===== src/rtl/msdf_otf_collector_pkg.sv =====
// Shared constants for the MSDF on-the-fly collector: digit encodings, default width, FSM states.
package msdf_otf_collector_pkg;

  localparam int unsigned OUT_W_DEFAULT = 32;

  localparam logic [1:0] DIGIT_POS = 2'b01;
  localparam logic [1:0] DIGIT_NEG = 2'b10;

  typedef enum logic {
    S_ACC,
    S_OUT
  } state_t;

endpackage


===== src/rtl/msdf_otf_step.sv =====
// One on-the-fly conversion step: next Q/QM from current Q, QM and a signed digit.
module msdf_otf_step
  import msdf_otf_collector_pkg::*;
#(
  parameter int unsigned W = 33
) (
  input  logic [W-1:0] q,
  input  logic [W-1:0] qm,
  input  logic [1:0]   digit,
  output logic [W-1:0] q_next,
  output logic [W-1:0] qm_next
);

  always_comb begin
    q_next  = {q[W-2:0], 1'b0};
    qm_next = {qm[W-2:0], 1'b1};
    case (digit)
      DIGIT_POS: begin
        q_next  = {q[W-2:0], 1'b1};
        qm_next = {q[W-2:0], 1'b0};
      end
      DIGIT_NEG: begin
        q_next  = {qm[W-2:0], 1'b1};
        qm_next = {qm[W-2:0], 1'b0};
      end
      default: ;
    endcase
  end

endmodule


===== src/rtl/msdf_otf_collector.sv =====
// Collects MSB-first signed digits into a left-aligned two's complement result.
// Define MSDF_OTF_STATUS_EN to add statusOut = {trunc, digit count saturating at 127}.
module msdf_otf_collector
  import msdf_otf_collector_pkg::*;
#(
  parameter int unsigned OUT_W = OUT_W_DEFAULT
) (
  input  logic             clk,
  input  logic             rst,
  input  logic [2:0]       dataInArray_0,
  input  logic             pValidArray_0,
  output logic             readyArray_0,
  output logic [OUT_W:0]   dataOutArray_0,
  output logic             validArray_0,
  input  logic             nReadyArray_0
`ifdef MSDF_OTF_STATUS_EN
  ,
  output logic [7:0]       statusOut
`endif
);

  localparam int unsigned CW = $clog2(OUT_W + 1);
  localparam logic [CW-1:0] CNT_MAX = CW'(OUT_W);

  state_t          state;
  logic [OUT_W:0]  q, qm, q_next, qm_next, q_final, result;
  logic [CW-1:0]   count, k;
  logic            in_range, take, give;

`ifdef MSDF_OTF_STATUS_EN
  logic            trunc;
  logic [6:0]      status_cnt, status_next;
  assign status_next = (status_cnt == 7'h7f) ? status_cnt : status_cnt + 7'd1;
`endif

  assign readyArray_0 = (state == S_ACC);
  assign validArray_0 = (state == S_OUT);
  assign take = pValidArray_0 & readyArray_0;
  assign give = validArray_0 & nReadyArray_0;

  msdf_otf_step #(.W(OUT_W + 1)) u_step (
    .q       (q),
    .qm      (qm),
    .digit   (dataInArray_0[1:0]),
    .q_next  (q_next),
    .qm_next (qm_next)
  );

  // The last digit is folded in combinationally so the result is ready one cycle after it arrives.
  always_comb begin
    in_range = (count < CNT_MAX);
    k        = in_range ? count + 1'b1 : CNT_MAX;
    q_final  = in_range ? q_next : q;
    result   = q_final << (CNT_MAX - k);
  end

  always_ff @(posedge clk) begin
    if (rst) begin
      state          <= S_ACC;
      q              <= '0;
      qm             <= '1;
      count          <= '0;
      dataOutArray_0 <= '0;
`ifdef MSDF_OTF_STATUS_EN
      trunc          <= 1'b0;
      status_cnt     <= '0;
      statusOut      <= '0;
`endif
    end else begin
      case (state)
        S_ACC: begin
          if (take) begin
            if (in_range) begin
              q     <= q_next;
              qm    <= qm_next;
              count <= count + 1'b1;
            end
`ifdef MSDF_OTF_STATUS_EN
            else begin
              trunc <= 1'b1;
            end
            status_cnt <= status_next;
`endif
            if (dataInArray_0[2]) begin
              dataOutArray_0 <= result;
              state          <= S_OUT;
`ifdef MSDF_OTF_STATUS_EN
              statusOut      <= {trunc | ~in_range, status_next};
`endif
            end
          end
        end
        S_OUT: begin
          if (give) begin
            state <= S_ACC;
            q     <= '0;
            qm    <= '1;
            count <= '0;
`ifdef MSDF_OTF_STATUS_EN
            trunc      <= 1'b0;
            status_cnt <= '0;
`endif
          end
        end
      endcase
    end
  end

endmodule


===== config.mk =====
export PLATFORM = sky130hd
export DESIGN_NAME = msdf_otf_collector
export DESIGN_NICKNAME = d
export VERILOG_FILES = /design/src/rtl/msdf_otf_collector_pkg.sv /design/src/rtl/msdf_otf_step.sv /design/src/rtl/msdf_otf_collector.sv
export SDC_FILE = /design/constraint.sdc
export NUM_CORES = 1
export LEC_CHECK = 0
export BUFFER_PORTS_ARGS = -buffer_cell sky130_fd_sc_hd__clkbuf_2
export CORE_UTILIZATION = 40
export CTS_CLUSTER_DIAMETER = 80
export CTS_CLUSTER_SIZE = 40
export DETAILED_ROUTE_END_ITERATION = 10
export SKIP_CTS_REPAIR_TIMING = 1
export SYNTH_ARGS = -nofsm -noshare
export SYNTH_HDL_FRONTEND = slang
export SYNTH_SLANG_ARGS = --single-unit

===== constraint.sdc =====
create_clock -name clk -period 9.1 [get_ports clk]
set_input_delay 2.73 -clock clk [delete_from_list [all_inputs] [get_ports clk]]
set_output_delay 2.73 -clock clk [all_outputs]
set_load 0.02 [all_outputs]

==> flow_metrics.py, run 1 <==
metrics = {
    "worst_hold_path": {
        "holdCritPathClass": "reg -> reg",
    },
    "floorplanning": {
        "fp.dieH_um": 133,
        "die_area_um2": 17600,
        "floorplan.initialDensity_pct": 41.1,
        "num_io_pins": 42,
        "core.rowCount": 47,
        "placeable_core_region_um2": 16600,
        "chipWidth_um": 133,
    },
    "timing": {
        "drv_slew": 0,
        "hold_violation_count_in_the_final_report": 0,
        "setup-tns-final_ns": 0,
        "finalSetupViolCount": 0,
        "final.period_utilization_pct": 64.6,
        "final.setup_skew_ns": 0.00808,
        "grt_setup_unrepaired": "no",
        "max_freq_mhz": 170,
        "timing.max_slew.rel_slack_pct": 29.8,
        "tightestPinTransition_ns": 1.05,
        "finalCriticalPeriod_ns": 5.88,
    },
    "routing": {
        "route.vias.total": 7132,
        "postRouteAntennaNets": 0,
        "wl_met1_um": 10600,
        "wl_met3_um": 1960,
        "dr.pass1.iters": 6,
        "detail_route.iter0.violations": 952,
        "top_signal_layer_used": "met4",
        "dr_wl_met2_um": 10400,
        "routed_wire_length_per_instance_um": 22.0,
        "drcViolationCount": 0,
        "routed_via_density": 6.70,
        "finalWirelength_um": 23400,
    },
    "cells_and_area": {
        "final_cell_mix": "104 x sky130_fd_sc_hd__dfxtp_1, 89 x sky130_fd_sc_hd__nand2_1, 82 x sky130_fd_sc_hd__nor2_1, 66 x sky130_fd_sc_hd__a21oi_1, 56 x sky130_fd_sc_hd__a221oi_1",
        "fillerInstances": 1698,
        "footprint_of_the_multi_input_gates_um2": 4300,
        "nets": 851,
        "post-route-util_pct": 44.8,
        "seqCellArea_um2": 2100,
        "final_common_cell": "sky130_fd_sc_hd__dfxtp_1",
        "antenna_cells_inserted": 0,
        "syn2layout_area_growth_pct": 9.01,
        "drive_gt1_share_pct": 12.6,
        "stdcell_area_um2": 7430,
    },
    "outcome": {
        "status": "finished, final reports clean",
    },
    "global_route": {
        "grt_overflow": 0,
        "antenna_found_initial": 0,
        "groute.usage.overall_pct": 26.4,
        "maximum_number_of_pins_on_one_net_before_global_route_repair": 75,
        "grt_pass1_vias": 6307,
        "grt_pass1_wl_um": 36500,
    },
    "placed_design": {
        "place.detailed.hpwl_um": 15500,
        "globalplace.congestion": 0.890,
        "port_buffers": 41,
        "placed_area_um2": 7070,
    },
    "power_and_ir_drop": {
        "power_per_standard_cell_area_nw_per_um2": 187,
        "power.ir.vdd_worst_v": 0.0000934,
        "power_leakage_nw": 2.63,
        "totalPowerFinal_mw": 1.39,
    },
    "synthesis": {
        "mean_syn_cell_area_um2": 7.96,
        "synthArstFlopShare_pct": 0,
        "post_synth_instance_area_um2": 6820,
        "post_synth_edffs": 0,
        "synth_compound_area_share_pct": 38.7,
        "synthesis.instances": 856,
        "synth_top_family_by_area": "compound AO/OA/AOI/OAI gates",
        "ys_types": 72,
        "ys_ff_latch": 105,
        "synth_flop_cell": "sky130_fd_sc_hd__dfxtp_1",
        "synthMuxAreaShare_pct": 5.32,
        "synthXorXnorAreaFrac_pct": 0.752,
        "proportion_of_netlist_area_held_by_the_largest_area_contributor_pct": 30.8,
        "post_synth_fa_ha_maj_area_fraction_pct": 0.918,
        "yosysWarnings": 0,
        "cell_taking_the_most_area_after_synthesis": "sky130_fd_sc_hd__dfxtp_1",
        "synth.net_count": 868,
        "synth-simple-area-share_pct": 17.1,
        "synth-seq-area-share_pct": 30.8,
        "synth_area_leaders": "sky130_fd_sc_hd__dfxtp_1 31%, sky130_fd_sc_hd__a221oi_1 7.2%, sky130_fd_sc_hd__a22oi_1 5.0%",
    },
    "setup_path": {
        "setup.worst_path.start_class": "primary input",
        "critical_path_peak_fanout": 42,
        "criticalPathCategory": "in -> reg",
        "critical_path.cell_chain": "clkbuf_2, inv_1, ha_1, or2_1, buf_4, a221oi_1, o31a_1, a21oi_1, mux4_2, a22oi_1, nor2_1",
        "timing.critical_path.to_type": "flip-flop",
        "worst-endpoint-required_ns": 9.39,
        "slowest_stage": "sky130_fd_sc_hd__ha_1",
        "timing.critical_path.slowest_cell_delay_ns": 0.93,
        "arrival_worst_endpoint_ns": 6.17,
    },
    "job": {
        "maxCapViolations": 0,
    },
    "clock_network": {
        "clkSinkCount": 105,
        "insertion_delay_ns": 0.36,
        "cts-root-buf": "sky130_fd_sc_hd__clkbuf_16",
        "clock_tree_from_tritoncts": "yes",
        "clk_transition_reported_paths_ns": 0.07,
        "cts_made_buffers": 9,
        "ctsHtreeMaxLevel": 3,
        "cts.path.max_buffers": 2,
    },
}
-- sequential cells by signal, indices dropped and copies added, names as in the netlist --
signal and count:
dataOutArray_0 33, q 33, qm 32, count 6, validArray_0 1
-- final cells by class --
type                    instances  share of cell area, %
multi-input cells             652                   57.9
inverters                      11                  0.556
repair buffers                 60                   4.68
clock buffers                  12                   3.59
flip-flops and latches        105                   28.3
clock inverters                 4                   1.31
well taps                     220                   3.70
-- where the power goes --
part	switching, mW	total [mW]	internal (mW)
logic	0.263	0.404	0.142
registers	0.0264	0.510	0.484
clock network	0.183	0.474	0.292
total	0.472	1.39	0.917
-- worst paths after layout --
check	from	endpoint	slack (ns)	cells after the start
max	dataInArray_0[0]	dataOutArray_0[15]	3.22	11
min	dataOutArray_0[16]	dataOutArray_0[16]	0.45	2
max reg2reg	count[5]	dataOutArray_0[27]	4.76	10
min reg2reg	dataOutArray_0[16]	dataOutArray_0[16]	0.45	2
-- worst max-delay path: cells and delay by family --
kind,cells,cell delay (ns)
muxes,1,0.41
and+or+nand+nor,2,0.31
adders and majority gates,1,0.93
AOI/OAI and AO/OA,4,1.25
buffers and inverters,3,0.52
-- stage by stage --
stage,hold slack (ns),setup WS [ns],cells
floorplan,0.455,4.06,856
global placement,0.441,3.06,1048
detailed placement,0.445,2.94,1048
CTS,0.455,3.33,1064
global route,0.468,2.99,1064
finish,0.453,3.22,1064
-- cell families after synthesis --
kind of cell               Yosys count
adders and majority gates            5
AOI/OAI and AO/OA                  358
DFF                                105
buffers and inverters               99
xor gates and xnor gates             5
muxes                               29
and+or+nand+nor                    255
-- metal layers --
metal | GRT usage [%] | vias to the layer above
met1 | 37.4 | 3453
met5 | 0 | -
met2 | 39.6 | 353
met3 | 5.56 | 41
met4 | 8.88 | 0
li1 | - | 3285
-- synthesized netlist by cell type, types with 14 or more instances --
master                     instances
sky130_fd_sc_hd__o211ai_1         37
sky130_fd_sc_hd__dfxtp_1         105
sky130_fd_sc_hd__o21ai_0          25
sky130_fd_sc_hd__a221oi_1         56
sky130_fd_sc_hd__clkbuf_1         49
sky130_fd_sc_hd__buf_2            26
sky130_fd_sc_hd__a22oi_1          45
sky130_fd_sc_hd__nor2_1           83
sky130_fd_sc_hd__a22o_1           22
sky130_fd_sc_hd__mux2i_1          18
sky130_fd_sc_hd__nand2_1          89
sky130_fd_sc_hd__nand3_1          14
sky130_fd_sc_hd__a21oi_1          67
(Power assumes the default switching activity.)
==> inputs of run 2 (changes only) <==
clock period = 5.29 ns   (was 9.1 ns; I/O delays follow)
==> run 2 against run 1 <==
Wire length rose by 1.7%. Worst setup slack lost 2.3 ns. First-iteration DRC count shrank 13%. Sequential cell count unchanged. Critical path depth unchanged. Largest cell class unchanged. Die area unchanged. Sequential share of layout area is 0.14 points lower. Critical path type unchanged. Register-to-register slack worse by 3.1 ns. Sequential power is 72% higher. Core utilization rose by 0.23 points. Clock-buffer cell count shrank 3.
==> flow_metrics.py, run 2 (synthesis results as in run 1) <==
metrics = {
    "global_route": {
        "grt_pass1_vias": 6454,
        "grt.met2_usage_pct": 41.8,
        "fraction_of_met3_tracks_used_by_global_routing_pct": 4.83,
        "top_usage_layer": "met2",
        "groute.layer.met1.usage_pct": 38.6,
        "grt_overflow": 0,
        "maximum_number_of_pins_on_one_net_before_global_route_repair": 74,
        "grt_pass1_wl_um": 37600,
        "antenna_found_initial": 0,
        "groute.usage.overall_pct": 27.1,
    },
    "routing": {
        "postRouteAntennaNets": 0,
        "routed_via_density": 6.72,
        "detail_route.iter0.violations": 824,
        "finalWirelength_um": 23800,
        "dr.pass1.iters": 6,
        "drcViolationCount": 0,
        "routed_wire_length_per_instance_um": 22.1,
        "route.vias.total": 7240,
    },
    "placed_design": {
        "globalplace.congestion": 0.947,
        "dpl.cell_count": 1061,
        "place.detailed.hpwl_um": 16200,
        "port_buffers": 41,
        "placed_area_um2": 7170,
    },
    "setup_path": {
        "critical_path_peak_fanout": 32,
        "timing.critical_path.to_type": "flip-flop",
        "crit-reg2reg-launch": "count[5]",
        "setup.worst_path.start_class": "primary input",
        "worst-endpoint-required_ns": 5.59,
        "worstRegToRegCells": 10,
        "worst-r2r-setup-slack_ns": 1.62,
        "criticalPathCategory": "in -> reg",
        "arrival_worst_endpoint_ns": 4.67,
        "worst_r2r_endpoint": "dataOutArray_0[8]",
    },
    "timing": {
        "max_freq_mhz": 229,
        "tightestPinTransition_ns": 1.01,
        "drv_slew": 0,
        "finalSetupViolCount": 0,
        "timing.max_slew.rel_slack_pct": 32.4,
        "final.period_utilization_pct": 82.7,
        "grt_setup_unrepaired": "no",
        "hold_violation_count_in_the_final_report": 0,
        "setup-tns-final_ns": 0,
        "final.setup_skew_ns": 0.00504,
        "finalCriticalPeriod_ns": 4.37,
    },
    "clock_network": {
        "cts_made_buffers": 9,
        "clock_tree_from_tritoncts": "yes",
        "ctsHtreeMaxLevel": 3,
        "cts-root-buf": "sky130_fd_sc_hd__clkbuf_16",
        "cts.path.max_buffers": 2,
        "clk_transition_reported_paths_ns": 0.08,
        "insertion_delay_ns": 0.37,
        "clkSinkCount": 105,
    },
    "floorplanning": {
        "core.rowCount": 47,
        "num_io_pins": 42,
        "chipWidth_um": 133,
        "die_area_um2": 17600,
        "fp.dieH_um": 133,
        "placeable_core_region_um2": 16600,
        "floorplan.initialDensity_pct": 41.1,
    },
    "worst_hold_path": {
        "worst_hold_path.num_cells": 2,
        "holdCritPathClass": "reg -> reg",
        "timing.hold.worst_endpoint": "dataOutArray_0[11]",
        "worstHoldStart": "dataOutArray_0[11]",
    },
    "cells_and_area": {
        "final_cell_mix": "104 x sky130_fd_sc_hd__dfxtp_1, 89 x sky130_fd_sc_hd__nand2_1, 82 x sky130_fd_sc_hd__nor2_1, 66 x sky130_fd_sc_hd__a21oi_1, 56 x sky130_fd_sc_hd__a221oi_1",
        "fillerInstances": 1714,
        "antenna_cells_inserted": 0,
        "stdcell_area_um2": 7470,
        "syn2layout_area_growth_pct": 9.56,
        "nets": 864,
        "drive_gt1_share_pct": 13.9,
        "top_regs": "dataOutArray_0: 33 flops, q: 33 flops, qm: 32 flops",
        "final_common_cell": "sky130_fd_sc_hd__dfxtp_1",
        "post_layout_nonfiller_instances": 1077,
    },
    "outcome": {
        "status": "finished, final reports clean",
    },
    "power_and_ir_drop": {
        "power.ir.vdd_worst_v": 0.000261,
        "power_per_standard_cell_area_nw_per_um2": 309,
        "power_leakage_nw": 2.66,
    },
    "job": {
        "maxCapViolations": 0,
    },
}
run 2: cell types whose count changed in the layout (fill, tap and decap cells not counted), sizes merged:
cell / change
buf: +13
clkbuf: -3
bufinv: -2
clkinvlp: +2
inv: +2
clkinv: +1
run 2: layer usage:
metal / wire length [um] / share of wire, %
met1: 10700 / 45
met2: 10700 / 45
met3: 1840 / 7.7
met4: 564 / 2.4
met5: 0 / 0
run 2: area by class of cell:
| type | instances | area, um2 | share of cell area, % |
|---|---|---|---|
| flip-flops and latches | 105 | 2100 | 28.2 |
| inverters | 11 | 41.3 | 0.553 |
| well taps | 220 | 275 | 3.69 |
| clock inverters | 7 | 78.8 | 1.06 |
| clock buffers | 9 | 225 | 3.02 |
| multi-input cells | 652 | 4300 | 57.6 |
| repair buffers | 73 | 445 | 5.96 |
run 2: how the worst max path moves through the flow:
stage                      from            endpoint  cells after the start
3_3_place_gp   dataInArray_0[1]  dataOutArray_0[31]                     10
6_report       dataInArray_0[1]  dataOutArray_0[29]                     11
5_1_grt        dataInArray_0[1]  dataOutArray_0[29]                     11
2_1_floorplan  dataInArray_0[0]  dataOutArray_0[31]                      9
3_5_place_dp   dataInArray_0[1]  dataOutArray_0[31]                     10
4_1_cts        dataInArray_0[1]  dataOutArray_0[29]                     11
run 2: power breakdown:
part	switching (mW)	internal, mW
combinational	0.458	0.258
sequential	0.0460	0.832
clock	0.344	0.372
total	0.848	1.46
run 2: stage by stage:
step	hold WS, ns	worst slack [ns]	util [%]	power (mW)
3_3_place_gp	0.443	0.668	43.2	1.59
4_1_cts	0.464	0.982	45.0	2.30
2_1_floorplan	0.455	1.39	-	1.39
5_1_grt	0.473	0.806	45.0	2.40
6_report	0.459	0.915	45.0	2.31
3_5_place_dp	0.454	0.603	43.2	1.59
run 2: worst max-delay path, cell delays in order:
cell	delay, ns
sky130_fd_sc_hd__clkbuf_2	0.09
sky130_fd_sc_hd__inv_1	0.05
sky130_fd_sc_hd__ha_1	0.50
sky130_fd_sc_hd__or2_1	0.46
sky130_fd_sc_hd__buf_4	0.42
sky130_fd_sc_hd__a221oi_1	0.13
sky130_fd_sc_hd__o31a_1	0.40
sky130_fd_sc_hd__mux4_2	0.53
sky130_fd_sc_hd__nor4_1	0.24
sky130_fd_sc_hd__a221oi_1	0.09
sky130_fd_sc_hd__o2bb2ai_1	0.17
==> inputs of run 3 (changes only) <==
clock period = 4.05 ns   (was 5.29 ns; I/O delays follow)
==> run 3 against run 2 <==
Global-route usage is 0.14 points higher. Worst setup slack worse by 0.41 ns. Clock-buffer cell count is 2 higher. Sequential share of layout area is 0.74 points lower. Sequential power is 31% higher. Final cell count is 1.7% higher. Critical path type unchanged. Via count is 0.26% lower. First-iteration DRC count is 9.6% lower.
==> flow_metrics.py, run 3 (synthesis results as in run 1) <==
metrics = {
    "global_route": {
        "grt_pass1_wl_um": 37900,
        "antenna_found_initial": 0,
        "grt_overflow": 0,
        "groute.usage.overall_pct": 27.3,
        "maximum_number_of_pins_on_one_net_before_global_route_repair": 88,
        "grt_pass1_vias": 6665,
    },
    "cells_and_area": {
        "syn2layout_area_growth_pct": 12.5,
        "fillerInstances": 1746,
        "nets": 882,
        "final_common_cell": "sky130_fd_sc_hd__dfxtp_1",
        "final_cell_mix": "104 x sky130_fd_sc_hd__dfxtp_1, 89 x sky130_fd_sc_hd__nand2_1, 82 x sky130_fd_sc_hd__nor2_1, 66 x sky130_fd_sc_hd__a21oi_1, 56 x sky130_fd_sc_hd__a221oi_1",
        "top_regs": "dataOutArray_0: 33 flops, q: 33 flops, qm: 32 flops",
        "post-route-util_pct": 46.3,
        "antenna_cells_inserted": 0,
        "drive_gt1_share_pct": 15.5,
        "stdcell_area_um2": 7670,
        "post_layout_nonfiller_instances": 1095,
    },
    "timing": {
        "fin_ws_ns": 0.502,
        "final.setup_skew_ns": 0.00776,
        "drv_slew": 0,
        "timing.hold.ws_ns": 0.459,
        "finalSetupViolCount": 0,
        "max_freq_mhz": 282,
        "tightestPinTransition_ns": 0.909,
        "final.period_utilization_pct": 87.6,
        "setup-tns-final_ns": 0,
        "finalCriticalPeriod_ns": 3.55,
        "timing.max_slew.rel_slack_pct": 39.4,
        "grt_setup_unrepaired": "no",
        "hold_violation_count_in_the_final_report": 0,
    },
    "setup_path": {
        "worst-r2r-setup-slack_ns": 0.66,
        "worstRegToRegCells": 9,
        "arrival_worst_endpoint_ns": 3.80,
        "worst-endpoint-required_ns": 4.30,
        "timing.critical_path.to_type": "flip-flop",
        "setup.worst_path.start_class": "primary input",
        "critical_path_peak_fanout": 26,
        "criticalPathCategory": "in -> reg",
    },
    "placed_design": {
        "port_buffers": 41,
        "dpl.cell_count": 1079,
        "pre_cts_slack_ns": 0.157,
        "placed_area_um2": 7350,
        "globalplace.congestion": 0.928,
        "place.detailed.hpwl_um": 16500,
    },
    "power_and_ir_drop": {
        "power.ir.vdd_worst_v": 0.000218,
        "p_seq_share_pct": 37.2,
        "combinationalPowerShare_pct": 30.9,
        "totalPowerFinal_mw": 3.09,
        "internal-power_mw": 2.01,
        "share_clk_of_total_power_pct": 31.9,
        "power_leakage_nw": 2.78,
        "power.switching_mw": 1.08,
        "power_per_standard_cell_area_nw_per_um2": 403,
        "sw_frac_of_total_pct": 35.0,
    },
    "routing": {
        "routed_wire_length_per_instance_um": 21.5,
        "finalWirelength_um": 23600,
        "routed_via_density": 6.59,
        "dr.pass1.iters": 8,
        "drcViolationCount": 0,
        "detail_route.iter0.violations": 745,
        "postRouteAntennaNets": 0,
        "route.vias.total": 7221,
    },
    "clock_network": {
        "cts_made_buffers": 9,
        "insertion_delay_ns": 0.36,
        "clk_transition_reported_paths_ns": 0.07,
        "cts.path.max_buffers": 2,
        "cts-root-buf": "sky130_fd_sc_hd__clkbuf_16",
        "ctsHtreeMaxLevel": 3,
        "clkSinkCount": 105,
        "clock_tree_from_tritoncts": "yes",
    },
    "floorplanning": {
        "chipWidth_um": 133,
        "num_io_pins": 42,
        "core.rowCount": 47,
        "die_area_um2": 17600,
        "placeable_core_region_um2": 16600,
        "fp.dieH_um": 133,
        "floorplan.initialDensity_pct": 41.1,
    },
    "outcome": {
        "status": "finished, final reports clean",
    },
    "worst_hold_path": {
        "worst_hold_path.num_cells": 2,
        "holdCritPathClass": "reg -> reg",
    },
    "job": {
        "maxCapViolations": 0,
    },
}
==> run 3: cell types whose count changed in the layout (fill, tap and decap cells not counted) <==
cell,change
sky130_fd_sc_hd__buf_4,+14
sky130_fd_sc_hd__clkinv_2,+2
sky130_fd_sc_hd__buf_12,+4
sky130_fd_sc_hd__bufinv_16,+1
sky130_fd_sc_hd__inv_6,-2
sky130_fd_sc_hd__clkbuf_8,+1
sky130_fd_sc_hd__clkinvlp_4,-3
sky130_fd_sc_hd__clkbuf_1,+1
==> run 3: worst max-delay path: stages <==
cell and delay, ns:
sky130_fd_sc_hd__clkbuf_2 0.09, sky130_fd_sc_hd__inv_1 0.04, sky130_fd_sc_hd__ha_1 0.35, sky130_fd_sc_hd__or2_1 0.26, sky130_fd_sc_hd__buf_12 0.17, sky130_fd_sc_hd__buf_4 0.20, sky130_fd_sc_hd__a311oi_1 0.35, sky130_fd_sc_hd__o31ai_1 0.16
sky130_fd_sc_hd__a221oi_1 0.50, sky130_fd_sc_hd__o21ai_0 0.15, sky130_fd_sc_hd__a221o_1 0.30
==> run 3: metal layers <==
layer,vias to the layer above,global-route usage (%),part of all wire (%)
met5,-,0,0
met4,0,10.3,2.8
met3,47,5.02,7.3
met2,318,41.3,44
met1,3508,38.3,45
li1,3348,-,-
==> run 3: layout make-up <==
class,count,area (um2),area share [%]
clock inverter,5,78.8,1.03
timing repair buffer,91,631,8.22
clock buffer,11,243,3.16
sequential,105,2100,27.4
tap,220,275,3.59
inverter,11,41.3,0.538
multi-input combinational,652,4300,56.1
==> run 3: path summary, 6_finish.rpt <==
check	start	endpoint
setup / recovery	dataInArray_0[0]	dataOutArray_0[31]
hold / removal	dataOutArray_0[8]	dataOutArray_0[8]
setup reg to reg	count[0]	dataOutArray_0[22]
hold reg to reg	dataOutArray_0[8]	dataOutArray_0[8]
==> run 3: power groups by stage <==
stage / clock network, mW / logic (mW) / registers, mW
floorplan: 0 / 0.655 / 1.16
global placement: 0 / 0.936 / 1.17
detailed placement: 0 / 0.934 / 1.17
CTS: 0.988 / 0.938 / 1.15
global route: 1.04 / 1.04 / 1.16
finish: 0.984 / 0.955 / 1.15
